<file path="config.mk">
export PLATFORM = sky130hd
export DESIGN_NAME = uart_tx_fifo
export DESIGN_NICKNAME = d
export VERILOG_FILES = /design/src/rtl/uart_tx_fifo.sv
export SDC_FILE = /design/constraint.sdc
export NUM_CORES = 1
export LEC_CHECK = 0
export CAP_MARGIN = 40
export CORE_MARGIN = 4
export CORE_UTILIZATION = 30
export CTS_CLUSTER_SIZE = 28
export DETAILED_ROUTE_END_ITERATION = 10
export SLEW_MARGIN = 20
export SYNTH_ARGS = -nofsm -noshare
export SYNTH_HDL_FRONTEND = slang
export SYNTH_SLANG_ARGS = --single-unit
</file>
<file path="constraint.sdc">
create_clock -name clk -period 3 [get_ports clk]
set_clock_uncertainty 0.2 [all_clocks]
set_input_delay 0.3 -clock clk [delete_from_list [all_inputs] [get_ports clk]]
set_output_delay 0.3 -clock clk [all_outputs]
set_load 0.1 [all_outputs]
</file>
<file path="src/rtl/uart_tx_fifo.sv">
// rtl/uart_tx_fifo.sv - byte FIFO and launch sequencer feeding the UART transmitter
// Bytes are queued, handed out one per valid pulse, and the next waits for tx done or timeout.
module uart_tx_fifo #(
  parameter int DEPTH        = 16,
  parameter int DONE_TIMEOUT = 65535
) (
  input  logic                     clk,
  input  logic                     rst,
  input  logic                     i_Wr_En,
  input  logic [7:0]               i_Wr_Byte,
  input  logic                     i_Clr_Err,
  output logic                     o_Full,
  output logic                     o_Empty,
  output logic [$clog2(DEPTH):0]   o_Count,
  output logic                     o_Overflow,
  output logic                     o_Timeout,
  output logic                     o_TX_Data_Valid,
  output logic [7:0]               o_TX_Byte,
  input  logic                     i_TX_Done
);

  localparam int PW = $clog2(DEPTH);
  localparam int CW = PW + 1;
  localparam int TW = (DONE_TIMEOUT > 0) ? $clog2(DONE_TIMEOUT + 1) : 1;
  localparam logic [CW-1:0] FULL_CNT = CW'(DEPTH);
  localparam logic [TW-1:0] TO_LAST  = TW'((DONE_TIMEOUT > 0) ? DONE_TIMEOUT - 1 : 0);

  typedef enum logic [1:0] {IDLE, LAUNCH, WAIT_DONE} state_t;

  state_t          state, state_n;
  logic [PW-1:0]   wr_ptr, rd_ptr;
  logic [TW-1:0]   timer, timer_n;
  logic [CW-1:0]   count_n;
  logic            pop, push, ovf_evt, to_hit;
  logic [7:0]      mem [DEPTH];

  always_comb begin
    state_n = state;
    timer_n = timer;
    pop     = 1'b0;
    to_hit  = 1'b0;
    case (state)
      IDLE: begin
        if (o_Count != '0) begin
          pop     = 1'b1;
          state_n = LAUNCH;
        end
      end
      LAUNCH: begin
        state_n = WAIT_DONE;
        timer_n = '0;
      end
      WAIT_DONE: begin
        // A done pulse on the expiry cycle counts as a normal completion
        if (i_TX_Done) begin
          state_n = IDLE;
        end else if (DONE_TIMEOUT != 0 && timer == TO_LAST) begin
          to_hit  = 1'b1;
          state_n = IDLE;
        end else if (timer != '1) begin
          timer_n = timer + 1'b1;
        end
      end
      default: state_n = IDLE;
    endcase
    push    = i_Wr_En && ((o_Count != FULL_CNT) || pop);
    ovf_evt = i_Wr_En && !push;
    count_n = o_Count + CW'(push) - CW'(pop);
  end

  always_ff @(posedge clk) begin
    if (push) mem[wr_ptr] <= i_Wr_Byte;
  end

  always_ff @(posedge clk or posedge rst) begin
    if (rst) begin
      state           <= IDLE;
      timer           <= '0;
      wr_ptr          <= '0;
      rd_ptr          <= '0;
      o_Count         <= '0;
      o_Full          <= 1'b0;
      o_Empty         <= 1'b1;
      o_Overflow      <= 1'b0;
      o_Timeout       <= 1'b0;
      o_TX_Data_Valid <= 1'b0;
      o_TX_Byte       <= 8'h00;
    end else begin
      state   <= state_n;
      timer   <= timer_n;
      o_Count <= count_n;
      o_Full  <= (count_n == FULL_CNT);
      o_Empty <= (count_n == '0);
      if (push) wr_ptr <= wr_ptr + 1'b1;
      if (pop) begin
        rd_ptr    <= rd_ptr + 1'b1;
        o_TX_Byte <= mem[rd_ptr];
      end
      o_TX_Data_Valid <= (state_n == LAUNCH);
      // New errors override a same-edge clear
      o_Overflow      <= (o_Overflow & ~i_Clr_Err) | ovf_evt;
      o_Timeout       <= (o_Timeout & ~i_Clr_Err) | to_hit;
    end
  end

endmodule

</file>
==> out/metrics.yaml <==
place:
  place.gp.congestion: 0.835
  dpl.hpwl_mm: 9.82
  numPortBuffers: 30
  dp_slack_ps: -184
timing:
  fin_crit_sh: 1.03
  worstMarginPinSlew_ps: 656
  fin_crit_ps: 3090
  clock.fmax_mhz: 324
  rsz0062_at_grt: "true"
  slew_violations: 0
  setup_slack_ps: -88.2
  setup_violations: 3
  slew-limit-headroom: 0.561
  hold_violations: 0
  hold-worst-slack_ps: 85.8
  setup_tns_ps: -148
job:
  maxCapViolations: 0
synth:
  ys_warn_count: 0
  ys_seq_area_frac: 0.686
  synth_area_leader_cell: "edfxtp_1"
  avgSynthCellArea_um2: 16.7
  synth_enable_flop_cells: 128
  postSynthCellCount: 431
  synth-seq-cells: 172
  yosysTopAreaCellShare: 0.533
  yosysUniqueCellTypes: 49
  syn_area_um2: 7210
  synth_area_leaders: "edfxtp_1 53%, dfrtp_1 15%, mux4_2 10%"
  synthArstFlopShare: 0.256
  syn_nets: 457
  synthFlopType: "edfxtp_1"
clock_network:
  clk_path_buf_depth: 2
  cts_tree: "yes"
  clock-root-buffer: "clkbuf_16"
  clk_pin_slew_ps: 60
  clk_latency_ps: 430
  cts_made_buffers: 17
  cts_sinks: 172
  cts.htree.levels: 4
  hold_buffers: 0
drt:
  dr.pass1.iters: 4
  drt-met1-wl_mm: 6.30
  wl_met2_mm: 7.66
  wl_per_cell_um: 18.2
  ant_nets: 0
  routed_wl_mm: 14.9
  wl_met3_um: 686
  vias_per_cell: 4.86
  drc: 0
  first_iter_violations: 347
  highest_layer: "met4"
  vias: 3958
critical_path:
  endpoint_kind: "flip-flop"
  cpMostUsedCell: "inv_2"
  reg2reg_from: "o_Count[2]"
  crit_arrival_ps: 3220
  crit_type: "flip-flop to flip-flop"
  start_kind: "flip-flop"
  ff2ff_setup_slack_ps: -90
  critPathBufInv: 4
  critPathSlowestCell: "dfrtp_4"
  crit_family: "simple AND/OR/NAND/NOR gates"
  crit_chain: "inv_4 > ha_4 > or3b_4 > o21ai_4 > inv_2 > o21ai_2 > ha_2 > inv_2 > fa_1 > inv_2 > or3_4 > nor4bb_2"
  reg2regPathDepth: 12
  path_max_fanout: 2
  critical_path_required_ps: 3130
  cpPeakStageDelay_ps: 490
  r2r-end: "o_Full"
die:
  core.rowCount: 56
  coreArea_um2: 23500
  start_util: 0.306
  die_area_um2: 26600
  io_pins: 31
  die_w_um: 163
  die_y_um: 163
power:
  p_leak_nw: 3.09
  fin_total_pwr_mw: 8.82
  pwr_density_cell_nw_per_um2: 1020
  peakVddDrop_uv: 505
finish:
  layout-drive-gt1-share: 0.282
  diodes: 0
  final_nets: 510
  multi_input_comb_area_um2: 2200
  nFillCells: 2224
  areaGrowthSynthToFinish_pct: 20.0
  register_area_um2: 4960
outcome:
  status: "finished with violations"
  failed_checks: "negative setup slack"
grt:
  track_usage: 0.118
  grt_pass1_vias: 4130
  grt-ovfl-total: 0
  grt_max_degree: 29
  antenna_found_initial: 0
  grt_pass1_wl_mm: 23.7
min_path:
  hold_class: "input pin to asynchronous set/reset pin"
[final cells by class]
type                            count  share of cell area
Clock buffer                       19              0.0500
Clock inverter                     12              0.0169
Inverter                           16             0.00752
Multi-Input combinational cell    222               0.254
Sequential cell                   172               0.573
Tap cell                          319              0.0461
Timing Repair Buffer               55              0.0523
[flip-flops by register name (all words and copies together) (netlist names)]
register,count
o_Full,1
state,2
o_TX_Data_Valid,1
o_TX_Byte,8
wr_ptr,4
mem,128
o_Count,5
o_Timeout,1
o_Empty,1
o_Overflow,1
rd_ptr,4
timer,16
[stage by stage]
step	instances	utilization	cell area, um2
after floorplan	431	-	7230
after global placement	779	0.339	7970
after detailed placement	780	0.339	7980
after CTS	814	0.366	8620
after global routing	815	0.368	8660
final	815	0.368	8660
[cell families after synthesis]
logic type                 after synthesis  synth area share
DFF                                    172             0.686
and+or+nand+nor                         93            0.0807
AOI/OAI and AO/OA                       59            0.0536
muxes                                   48             0.122
buffers and inverters                   37            0.0229
adders and majority gates               13            0.0236
xor gates and xnor gates                 9            0.0109
[metal layers]
metal	track usage	vias to the layer above
met1	0.153	2027
met3	0.0290	17
met5	0	-
met4	0.0381	0
li1	-	1824
met2	0.197	90
[cell usage after synthesis, drive strengths merged (4+ instances only)]
| library cell | number |
|---|---|
| a211oi | 8 |
| a21o | 7 |
| a21oi | 9 |
| a31oi | 5 |
| and3 | 5 |
| and4 | 8 |
| and4b | 4 |
| buf | 14 |
| clkbuf | 7 |
| dfrtp | 43 |
| edfxtp | 128 |
| ha | 12 |
| inv | 16 |
| mux2i | 14 |
| mux4 | 32 |
| nand2 | 20 |
| nand2b | 5 |
| nand3 | 9 |
| nand4 | 6 |
| nor2 | 9 |
| nor3 | 4 |
| nor4b | 4 |
| o21ai | 11 |
| o22ai | 6 |
| o31ai | 6 |
| or3 | 4 |
| or4 | 6 |
| xnor2 | 7 |
[power by group]
group | internal [mW] | switching [mW]
Clock | 1.30 | 0.874
Combinational | 1.35 | 2.08
Sequential | 2.96 | 0.269
[worst max path at each step]
stage	start	end	cells past startpoint
floorplan	o_Count[2]	o_Full	12
global placement	o_Count[2]	o_Full	12
detailed placement	o_Count[2]	o_Empty	15
CTS	o_Count[2]	o_Full	12
global route	o_Count[2]	o_Full	12
finish	o_Count[2]	o_Full	12
[cells in the final DEF, fill, tap and decap left out, types with 3 or more instances in the layout]
| cell | netlist | routed |
|---|---|---|
| or4_1 | 6 | 6 |
| and4_1 | 8 | 8 |
| dfrtp_2 | 0 | 4 |
| and3_1 | 5 | 5 |
| nor2_1 | 9 | 9 |
| clkbuf_16 | 0 | 17 |
| a21oi_1 | 9 | 8 |
| clkinv_2 | 0 | 3 |
| nand3_1 | 9 | 9 |
| a21o_1 | 7 | 7 |
| and4b_1 | 4 | 4 |
| nand4_1 | 4 | 4 |
| a211oi_1 | 8 | 7 |
| ha_1 | 12 | 10 |
| xnor2_1 | 7 | 7 |
| mux4_2 | 32 | 32 |
| o22ai_1 | 6 | 6 |
| o31ai_1 | 6 | 6 |
| bufinv_16 | 0 | 3 |
| nand2b_1 | 5 | 3 |
| inv_2 | 0 | 4 |
| buf_4 | 5 | 41 |
| nor3_1 | 4 | 4 |
| edfxtp_1 | 128 | 128 |
| o21ai_0 | 11 | 7 |
| a31oi_1 | 5 | 5 |
| nand2_1 | 20 | 20 |
| dfrtp_1 | 43 | 37 |
| nor4b_2 | 0 | 4 |
| clkdlybuf4s50_1 | 0 | 12 |
| mux2i_1 | 14 | 14 |
| inv_1 | 16 | 10 |
[what timing repair did]
item | in CTS | in global routing
buffers inserted | 3 | 1
setup endpoints to repair | 3 | 3
pin swaps | 4 | 1
gates resized for setup | 11 | 6
(Power assumes the default switching activity.)
